`src/rtl/pipeline_ctrl.sv`:
```
// Stall/flush/forward controller for the 5-stage RISC-V pipeline.
// Sequences multi-cycle EX ops and counts front-end stall cycles.
module pipeline_ctrl #(
    parameter int unsigned MC_LATENCY  = 8,
    parameter int unsigned STALL_CNT_W = 32
) (
    input  logic                   clk,
    input  logic                   reset,
    input  logic [4:0]             id_rs1,
    input  logic [4:0]             id_rs2,
    input  logic [4:0]             ex_rs1,
    input  logic [4:0]             ex_rs2,
    input  logic [4:0]             ex_rd,
    input  logic                   ex_mem_read,
    input  logic                   ex_branch_taken,
    input  logic                   ex_mc_start,
    input  logic [4:0]             mem_rd,
    input  logic [4:0]             wb_rd,
    input  logic                   mem_reg_write,
    input  logic                   wb_reg_write,
    output logic                   pc_en,
    output logic                   ifid_en,
    output logic                   idex_en,
    output logic                   ifid_flush,
    output logic                   idex_flush,
    output logic                   exmem_flush,
    output logic [1:0]             fwd_a,
    output logic [1:0]             fwd_b,
    output logic                   mc_busy,
    output logic                   mc_done,
    output logic [STALL_CNT_W-1:0] stall_cycles
);

    localparam int unsigned CNT_W = 8;
    localparam logic [1:0] FWD_RF  = 2'b00;
    localparam logic [1:0] FWD_WB  = 2'b01;
    localparam logic [1:0] FWD_MEM = 2'b10;

    typedef enum logic {
        ST_RUN     = 1'b0,
        ST_MC_WAIT = 1'b1
    } state_t;

    state_t                 r_state;
    state_t                 w_state_nxt;
    logic [CNT_W-1:0]       r_cnt;
    logic [CNT_W-1:0]       w_cnt_nxt;
    logic [STALL_CNT_W-1:0] r_stall;

    logic w_mc_busy;
    logic w_mc_done;
    logic w_load_use;

    // Nearest producer wins; x0 is hardwired zero and never forwarded.
    function automatic logic [1:0] fwd_sel(input logic [4:0] rs);
        logic [1:0] sel;
        sel = FWD_RF;
        if (mem_reg_write && (mem_rd != 5'd0) && (mem_rd == rs)) begin
            sel = FWD_MEM;
        end else if (wb_reg_write && (wb_rd != 5'd0) && (wb_rd == rs)) begin
            sel = FWD_WB;
        end
        return sel;
    endfunction

    // Multi-cycle sequencer next-state; ex_mc_start only matters in RUN.
    always_comb begin
        w_state_nxt = r_state;
        w_cnt_nxt   = r_cnt;
        case (r_state)
            ST_RUN: begin
                if (ex_mc_start) begin
                    w_state_nxt = ST_MC_WAIT;
                    w_cnt_nxt   = CNT_W'(MC_LATENCY - 1);
                end
            end
            ST_MC_WAIT: begin
                if (r_cnt != '0) begin
                    w_cnt_nxt = r_cnt - CNT_W'(1);
                end else begin
                    w_state_nxt = ST_RUN;
                end
            end
        endcase
    end

    always_ff @(posedge clk) begin
        if (reset) begin
            r_state <= ST_RUN;
            r_cnt   <= '0;
        end else begin
            r_state <= w_state_nxt;
            r_cnt   <= w_cnt_nxt;
        end
    end

    always_comb begin
        w_mc_busy  = !reset && (((r_state == ST_RUN) && ex_mc_start) ||
                                ((r_state == ST_MC_WAIT) && (r_cnt != '0)));
        w_mc_done  = !reset && (r_state == ST_MC_WAIT) && (r_cnt == '0);
        w_load_use = ex_mem_read && (ex_rd != 5'd0) &&
                     ((ex_rd == id_rs1) || (ex_rd == id_rs2));
    end

    // Pipeline-register control, priority reset > mc_busy > branch > load-use.
    always_comb begin
        pc_en       = 1'b1;
        ifid_en     = 1'b1;
        idex_en     = 1'b1;
        ifid_flush  = 1'b0;
        idex_flush  = 1'b0;
        exmem_flush = 1'b0;
        if (reset) begin
            pc_en       = 1'b0;
            ifid_en     = 1'b0;
            idex_en     = 1'b0;
            ifid_flush  = 1'b1;
            idex_flush  = 1'b1;
            exmem_flush = 1'b1;
        end else if (w_mc_busy) begin
            pc_en       = 1'b0;
            ifid_en     = 1'b0;
            idex_en     = 1'b0;
            exmem_flush = 1'b1;
        end else if (ex_branch_taken) begin
            ifid_flush = 1'b1;
            idex_flush = 1'b1;
        end else if (w_load_use) begin
            pc_en      = 1'b0;
            ifid_en    = 1'b0;
            idex_flush = 1'b1;
        end
    end

    always_comb begin
        mc_busy = w_mc_busy;
        mc_done = w_mc_done;
        fwd_a   = reset ? FWD_RF : fwd_sel(ex_rs1);
        fwd_b   = reset ? FWD_RF : fwd_sel(ex_rs2);
    end

    // Saturating count of cycles in which fetch was held.
    always_ff @(posedge clk) begin
        if (reset) begin
            r_stall <= '0;
        end else if (!pc_en && (r_stall != '1)) begin
            r_stall <= r_stall + STALL_CNT_W'(1);
        end
    end

    assign stall_cycles = r_stall;

endmodule

```
`config.mk`:
```
export PLATFORM = sky130hd
export DESIGN_NAME = pipeline_ctrl
export DESIGN_NICKNAME = d
export VERILOG_FILES = /design/src/rtl/pipeline_ctrl.sv
export SDC_FILE = /design/constraint.sdc
export NUM_CORES = 1
export LEC_CHECK = 0
export ABC_AREA = 0
export CAP_MARGIN = 20
export CORE_MARGIN = 2
export CORE_UTILIZATION = 40
export DETAILED_ROUTE_END_ITERATION = 10
export PLACE_DENSITY = 0.73
export SLEW_MARGIN = 25
export SYNTH_ARGS = -nofsm -noshare
export SYNTH_HDL_FRONTEND = slang
export SYNTH_SLANG_ARGS = --single-unit
```
`constraint.sdc`:
```
create_clock -name clk -period 2.7 [get_ports clk]
set_input_delay 0.675 -clock clk [delete_from_list [all_inputs] [get_ports clk]]
set_output_delay 0.675 -clock clk [all_outputs]
set_load 0.1 [all_outputs]
```
-- Word-level counts from Yosys, hierarchy flattened
Cells that the tools add are included.
- add/sub/neg operators: 2
- equality and inequality tests: 9
- multiplexer cells: 27
- bitwise operators: 1
- reductions and logical operators: 24
- operators by type and width (cell ; number):
    32-bit by 1-bit adder with 32-bit output (second input constant) ; 1
    32-bit inequality test (second input constant) ; 1
    5-bit == test ; 6
    1-bit 2-to-1 mux ; 19
    8-bit 2-to-1 mux ; 2
    8-bit one-hot mux with 2 select lines ; 1
    5-bit nonzero test ; 3
    1-bit logical AND ; 14
    8-bit zero test ; 1
    2-bit 2-to-1 mux ; 4
    8-bit nonzero test ; 1
    8-bit by 1-bit subtractor with 8-bit output (second input constant) ; 1
    1-bit zero test ; 2
    1-bit logical OR ; 2
    2-bit by 1-bit inequality test with 1-bit output (second input constant) ; 1
    2-bit inequality test (second input constant) ; 1
    1-bit one-hot mux with 2 select lines ; 1
    2-bit AND reduction ; 1
    1-bit NOT ; 1
- bits in registers: 41
- input port bits: 42
- output and inout port bits: 44
- word-level logic and storage cells: 66

-- Longest topological paths before layout
Gate-level depths: netlist (run 1).
- depth in word-level cells: 9
- depth in mapped cells: 9
- gate-level depth less buffers: 7

-- Least setup slack after synthesis (run 1)
Ideal clock, no wire load.
- path kind: input-to-output
- from: input mem_rd[1]
- to: output fwd_b[0]
- data arrival time: 4.531 ns
- required time: 2.025 ns
- slack: -2.506 ns
- stages on the path: 4
- path buffers: 0
- cells stage by stage: or4_1 > o21ai_0 > nor3_1 > nor4_1
- word-level cells in the longest chain between the ends: 5
- elaborated cells on any way between the ends: 6
- ends and longest elaborated chain (what ; RTL line ; RTL):
    from (decl) ; 17 ; input logic [4:0] mem_rd,
    5-bit nonzero test ; 58 ; if (mem_reg_write && (mem_rd != 5'd0) && (mem_rd == rs)) begin
    1-bit logical AND ; 58 ;
    1-bit logical AND (*) ; 58 ;
    2-bit 2-to-1 mux (*) ; 58 ;
    2-bit 2-to-1 mux (*) ; 139 ; fwd_b = reset ? FWD_RF : fwd_sel(ex_rs2);
    to (decl) ; 28 ; output logic [1:0] fwd_b,
Every way passes the cells marked *; elsewhere a longest branch is shown, timed or not.

-- Worst setup path in the final report (run 1)
- from: input reset
- to: output fwd_b[0]
- word-level cells in the longest chain between the ends: 1
- ends and longest elaborated chain (what ; RTL line ; RTL):
    from (decl) ; 8 ; input logic reset,
    2-bit 2-to-1 mux ; 139 ;
Every way passes these cells.

==> metrics.csv, run 1 <==
stage,metric,value,unit
outcome,status,finished with violations,
outcome,violations,setup timing,
cts,clockBufferDepth,2,
routing,wl,7.44,mm
cts,clk_latency,0.29,ns
finish,diodes,0,
sta,max_clock_freq,0.369,GHz
yosys,async_flop_share,0,%
yosys,syn_nets,367,
cts,clkTransAtPathRegs,0.07,ns
grt,grt_start_max_net_pins,50,
routing,drt_iter0_drc,108,
yosys,yosysMostFrequentCell,dfxtp_1,
worst_setup_path,arrival,2.04,ns
yosys,synthTopCellsByCount,"41 x dfxtp_1, 31 x a21oi_1, 26 x nor2_1",
cts,clockRootBuffer,clkbuf_8,
floorplanning,start_util,41.5,%
worst_setup_path,crit_family,simple AND/OR/NAND/NOR gates,
floorplanning,rows,29,
power_and_ir_drop,vdd_drop_max,0.321,mV
grt,grt_usage,20.0,%
yosys,synth_top_area_cell,dfxtp_1,
grt,grt_pass1_wl,12.3,mm
routing,vias,2876,
cts,postCtsHoldBufs,0,
grt,grt_pass1_vias,2683,
yosys,avgSynthCellArea,8.22,um^2
grt,grt_overflow,0,
yosys,ys_top_cells_by_area,"dfxtp_1 31%, or4_1 7.1%, xor2_1 6.6%, o31ai_1 6.0%, a21oi_1 5.9%",
yosys,seq_area_frac_synth,31.0,%
run,maxCapViolCount,0,
worst_setup_path,path_depth,6,
sta,worstMarginPinSlew,0.746,ns
worst_setup_path,crit_path_top_delay_cell,or4_4,
sta,fin_crit_sh,100,%
floorplanning,dieArea,0.00729,mm^2
sta,min_period,2.71,ns
power_and_ir_drop,leakagePower,1.63,nW
sta,final.setup.worst_slack,-0.0117,ns
finish,fin_nets,472,
finish,area_delta_synth_final,58.2,%
yosys,synthFlopType,dfxtp_1,
sta,hold_viol,0,
finish,fin_util,65.6,%
yosys,synth_top_area_share,31.0,%
yosys,synth_edf_count,0,
floorplanning,fp.dieH,85.4,um
floorplanning,ioPinCount,86,
sta,skew,0.00761,ns
worst_setup_path,worstSetupStartpointType,input port,
place,dp_cells,495,
sta,rsz0062_at_grt,yes,
routing,firstDrtPassIters,4,
sta,max_slew_margin,50.1,%
place,dp_hpwl,5.68,mm
worst_setup_path,path_class,input port to output pin,
worst_setup_path,critPathRequiredTime,2.03,ns
sta,finalMaxSlewViolations,0,
worst_setup_path,reg2reg_depth,7,
min_path,min_path_cells,2,
finish,layout-drive-gt1-share,38.3,%
routing,viasPerCell,5.70,
worst_setup_path,worstPathCellList,buf_8 -> nor2b_4 -> o21ai_2 -> or4_4 -> nor4_4 -> buf_12,
grt,antenna_found_initial,0,
cts,cts_buffers,5,
place,numPortBuffers,85,
cts,cts_sinks,41,
min_path,hp-class,flip-flop to flip-flop,
yosys,synth.distinct_cells,42,
worst_setup_path,path_buf_inv,2,
cts,h-tree-depth,2,
yosys,syn_area,0.00265,mm^2
worst_setup_path,slowest_delay,0.54,ns
sta,setup_viol,2,
finish,layoutNonFillerInstCount,505,
yosys,yosys_warnings,0,
floorplanning,core_area,0.00639,mm^2
cts,cts_tree,built,
place,place_congestion,0.797,
routing,avgRoutedWirePerCell,14.7,um
yosys,ys_ff_latch,41,
power_and_ir_drop,p_per_area,410,mW/mm^2
yosys,synth_cells,322,
routing,drc_errors,0,
worst_setup_path,worstPathMaxFanout,2,
floorplanning,dieWidth,85.4,um
routing,detail-route-antenna-nets,0,
worst_setup_path,critPathCaptureType,output pin,
-- worst reg2reg max path, cell delays in order, from the launching register on --
cell	delay, ns
dfxtp_2	0.40
nand4_2	0.21
nor2_1	0.64
nand2b_4	0.11
nor4_4	0.20
buf_12	0.24
nor4_1	0.09
mux2_1	0.31
-- flip-flops by register name, indices dropped and copies added (netlist names) --
name	count
r_cnt	8
r_state	1
stall_cycles	32
-- placed cells by master (no fill, tap or decap), types with 14 or more instances in the layout --
| cell | n |
|---|---|
| nor2_1 | 23 |
| or4_1 | 21 |
| buf_4 | 60 |
| dfxtp_1 | 21 |
| xor2_1 | 19 |
| dlygate4sd2_1 | 14 |
| a21oi_1 | 31 |
| nand2_1 | 15 |
| dfxtp_2 | 20 |
| o31ai_1 | 21 |
-- final cells by class --
type | count | area (um^2)
fillers | 579 | 2200
multi-input cells | 257 | 1990
repair buffers | 116 | 1110
flip-flops and latches | 41 | 846
well taps | 77 | 96.3
clock buffers | 6 | 82.6
clock inverters | 2 | 37.5
inverters | 6 | 22.5
-- report_power, final --
group / switching [mW] / internal, mW / leakage [nW] / total (mW)
Combinational: 0.313 / 0.231 / 1.23 / 0.544
Clock: 0.220 / 0.301 / 0.0574 / 0.521
Sequential: 0.0276 / 0.626 / 0.342 / 0.654
-- path summary, 6_finish.rpt --
path                         start               end  slack, ns
setup reg to reg   stall_cycles[5]   stall_cycles[6]       0.39
setup / recovery             reset          fwd_b[0]      -0.01
hold / removal    stall_cycles[11]  stall_cycles[11]       0.50
hold reg to reg   stall_cycles[11]  stall_cycles[11]       0.50
-- metrics by stage --
step	power, mW	TNS [ns]	hold slack, ns	instance area [um^2]	setup WS, ns
3_5_place_dp	1.20	-13.97	0.480	3990	-0.509
6_report	1.72	-0.0220	0.496	4190	-0.0117
4_1_cts	1.72	-0.153	0.492	4140	-0.0770
5_1_grt	1.79	-0.113	0.524	4190	-0.0446
3_3_place_gp	1.19	-12.79	0.474	3990	-0.474
2_1_floorplan	0.998	-1.30	0.472	2910	-0.492
-- routing by layer --
layer / wire, um / share of wire (%) / global-route usage, %
met5: 0 / 0 / 0
met4: 91 / 1.2 / 3.61
met3: 512 / 6.9 / 5.35
met2: 3790 / 51 / 35.7
met1: 3040 / 41 / 24.4
-- cell families (layout without fill, tap and decap cells) --
logic type | after synthesis | count (layout) | synth area share (%)
simple gates | 143 | 143 | 32.3
fa+ha+maj | 3 | 3 | 1.42
mux | 4 | 4 | 1.70
xor+xnor | 34 | 34 | 11.2
compound gates | 73 | 73 | 17.7
buf+inv | 24 | 130 | 4.68
flops | 41 | 41 | 31.0
-- what timing repair did --
item	in CTS	in global routing
endpoints found under the setup margin	35	26
setup buffers	2	0
pin swaps	21	14
resized for setup	69	50
cloned	0	0
No activity file was read; power rests on OpenSTA's default activity.
==> inputs of run 2 (changes only) <==
- CELL_PAD_IN_SITES_DETAIL_PLACEMENT: unset -> 1
- CELL_PAD_IN_SITES_GLOBAL_PLACEMENT: unset -> 1
- CORE_UTILIZATION: 40 -> 30
- GPL_TIMING_DRIVEN: unset -> 0
- PLACE_DENSITY: 0.73 -> 0.75
==> metrics.csv, run 2 (synthesized netlist as in run 1, its figures left out) <==
stage,metric,value,unit,change
outcome,status,finished with violations,,
outcome,violations,setup timing,,
floorplanning,fp.dieH,97.9,um,+15%
cts,cts_tree,built,,
cts,clkTransAtPathRegs,0.07,ns,about the same
grt,grt_usage,18.0,%,-2.1 points
grt,antenna_found_initial,0,,unchanged
floorplanning,core_area,0.00864,mm^2,+35%
cts,clockRootBuffer,clkbuf_8,,
finish,fin_nets,477,,+1.1%
floorplanning,dieWidth,97.9,um,+15%
routing,avgRoutedWirePerCell,15.9,um,+7.9%
routing,viasPerCell,5.39,,-5.4%
routing,wl,8.60,mm,+16%
place,post_dp_cell_area,0.00390,mm^2,-2.2%
run,maxCapViolCount,0,,unchanged
sta,min_period,2.75,ns,+0.0334 ns
min_path,min_from,stall_cycles[11],,
worst_setup_path,critPathCaptureType,output pin,,
floorplanning,rows,34,,+17%
finish,fill_cells,1013,,+75%
sta,max_clock_freq,0.364,GHz,-1.2%
worst_setup_path,crit_path_top_delay_cell,or4_4,,
place,place_congestion,0.816,,+2.4%
finish,largest_register_ffs,32,,unchanged
power_and_ir_drop,p_int,1.05,mW,-9.1%
routing,firstDrtPassIters,4,,unchanged
power_and_ir_drop,p_switching,580,uW,+3.4%
routing,detail-route-antenna-nets,0,,unchanged
cts,clk_latency,0.30,ns,about the same
sta,setup_viol,3,,+1
finish,area_delta_synth_final,58.2,%,about the same
worst_setup_path,path_class,input port to output pin,,
min_path,min_path_cells,2,,unchanged
power_and_ir_drop,clkPwrFrac,26.8,%,-3.5 points
worst_setup_path,r2r_slack,0.22,ns,-0.17 ns
worst_setup_path,worstPathMaxFanout,5,,+3
worst_setup_path,worstPathCellList,buf_8 -> or4_4 -> o21ai_2 -> o31a_1 -> buf_6 -> buf_12 -> buf_12,,
sta,max_slew_margin,34.9,%,-15 points
grt,grt_start_max_net_pins,14,,-72%
floorplanning,dieArea,0.00959,mm^2,+32%
routing,vias,2915,,+1.4%
worst_setup_path,worstSetupStartpointType,input port,,
power_and_ir_drop,vdd_drop_max,0.184,mV,-43%
worst_setup_path,arrival,2.07,ns,+0.03 ns
min_path,worstHoldEndpoint,stall_cycles[11],,
worst_setup_path,reg2reg_to,stall_cycles[8],,
place,dp_hpwl,6.68,mm,+18%
power_and_ir_drop,p_sw_share,35.5,%,+2.9 points
sta,worstMarginPinSlew,0.973,ns,+0.227 ns
power_and_ir_drop,p_per_area,390,mW/mm^2,-5.1%
grt,grt_pass1_wl,14.3,mm,+16%
sta,rsz0062_at_grt,yes,,
worst_setup_path,slowest_delay,0.52,ns,-0.02 ns
place,dp_cells,515,,+4.0%
cts,clockBufferDepth,2,,unchanged
finish,final_cell_mix,"36 x clkdlybuf4s50_1, 31 x a21oi_1, 22 x nor2_1",,
floorplanning,start_util,30.7,%,-11 points
place,post-place-ws,-1.80,ns,-1.29 ns
cts,cts_sinks,41,,unchanged
worst_setup_path,reg2reg_depth,10,,+3
cts,cts_buffers,5,,unchanged
finish,diodes,0,,unchanged
cts,h-tree-depth,2,,unchanged
worst_setup_path,path_common_cell,buf_12,,
sta,hold_ws,0.504,ns,+0.00767 ns
grt,grt_pass1_vias,2911,,+8.5%
worst_setup_path,r2r-start,r_cnt[0],,
power_and_ir_drop,comb_power_share,33.3,%,+1.6 points
sta,hold_viol,0,,unchanged
finish,layout_commonest_cell,clkdlybuf4s50_1,,
worst_setup_path,critPathRequiredTime,2.03,ns,about the same
min_path,hp-class,flip-flop to flip-flop,,
finish,layout-drive-gt1-share,31.9,%,-6.4 points
sta,skew,0.0104,ns,+0.00276 ns
sta,final.setup.worst_slack,-0.0451,ns,-0.0334 ns
sta,finalMaxSlewViolations,0,,unchanged
power_and_ir_drop,seqPwrFrac,39.9,%,+1.9 points
routing,drc_errors,0,,unchanged
finish,final_area,0.00419,mm^2,about the same
power_and_ir_drop,leakagePower,1.51,nW,-7.4%
place,numPortBuffers,85,,unchanged
grt,grt_overflow,0,,unchanged
routing,drt_iter0_drc,50,,-54%
sta,fin_crit_sh,102,%,+1.2 points
finish,layoutNonFillerInstCount,541,,+7.1%
floorplanning,ioPinCount,86,,unchanged
run 2: per-layer routing:
layer  routed length (um)  part of all wire, %  global-route usage (%)  up-vias
met4                   76                 0.88                    2.67        0
met2                 4540                   53                    33.5       77
met1                 3410                   40                    20.6     1404
met5                    0                    0                       0        -
met3                  564                  6.6                    5.30        9
li1                     -                    -                       -     1425
run 2: worst max-delay path by stage:
stage	start	to	slack [ns]	cells past startpoint
finish	ex_rd[4]	pc_en	-0.05	7
floorplan	mem_rd[1]	fwd_b[0]	-0.49	4
detailed placement	ex_rd[1]	pc_en	-1.80	8
global route	r_cnt[4]	pc_en	-0.11	7
global placement	ex_rd[1]	pc_en	-1.81	8
CTS	ex_rd[4]	pc_en	-0.15	8
run 2: through the flow:
step | power [mW] | util [%] | setup TNS (ns)
finish | 1.63 | 48.5 | -0.0727
global route | 1.71 | 48.5 | -0.300
CTS | 1.63 | 47.5 | -0.421
detailed placement | 1.17 | 45.1 | -27.68
global placement | 1.16 | 45.1 | -26.29
floorplan | 0.998 | - | -1.30
run 2: final cells by class:
cell class | instances | area (um^2) | share of cell area [%]
clock inverter | 2 | 13.8 | 0.329
sequential | 41 | 847 | 20.2
clock buffer | 6 | 82.6 | 1.97
inverter | 6 | 22.5 | 0.538
multi-input combinational | 257 | 1980 | 47.3
buffer | 17 | 123 | 2.93
tap | 108 | 135 | 3.23
timing repair buffer | 104 | 986 | 23.5
run 2: worst max-delay path: cells and delay by family:
family,cells,cell delay (ns)
AND/OR/NAND/NOR,1,0.52
AO/OA/AOI/OAI,2,0.36
buffers and inverters,4,0.51
run 2: power by group through the flow:
stage	registers, mW	logic, mW	clock network, mW
final	0.651	0.544	0.437
after floorplan	0.696	0.302	0
after detailed placement	0.665	0.504	0
after CTS	0.651	0.523	0.452
after global routing	0.655	0.583	0.473
after global placement	0.663	0.495	0
run 2: timing repair:
item | in CTS | in global routing
resized for setup | 184 | 60
buffers inserted | 10 | 9
cloned | 0 | 0
hold buffers | 0 | 0
setup endpoints to repair | 36 | 36
pin swaps | 18 | 14
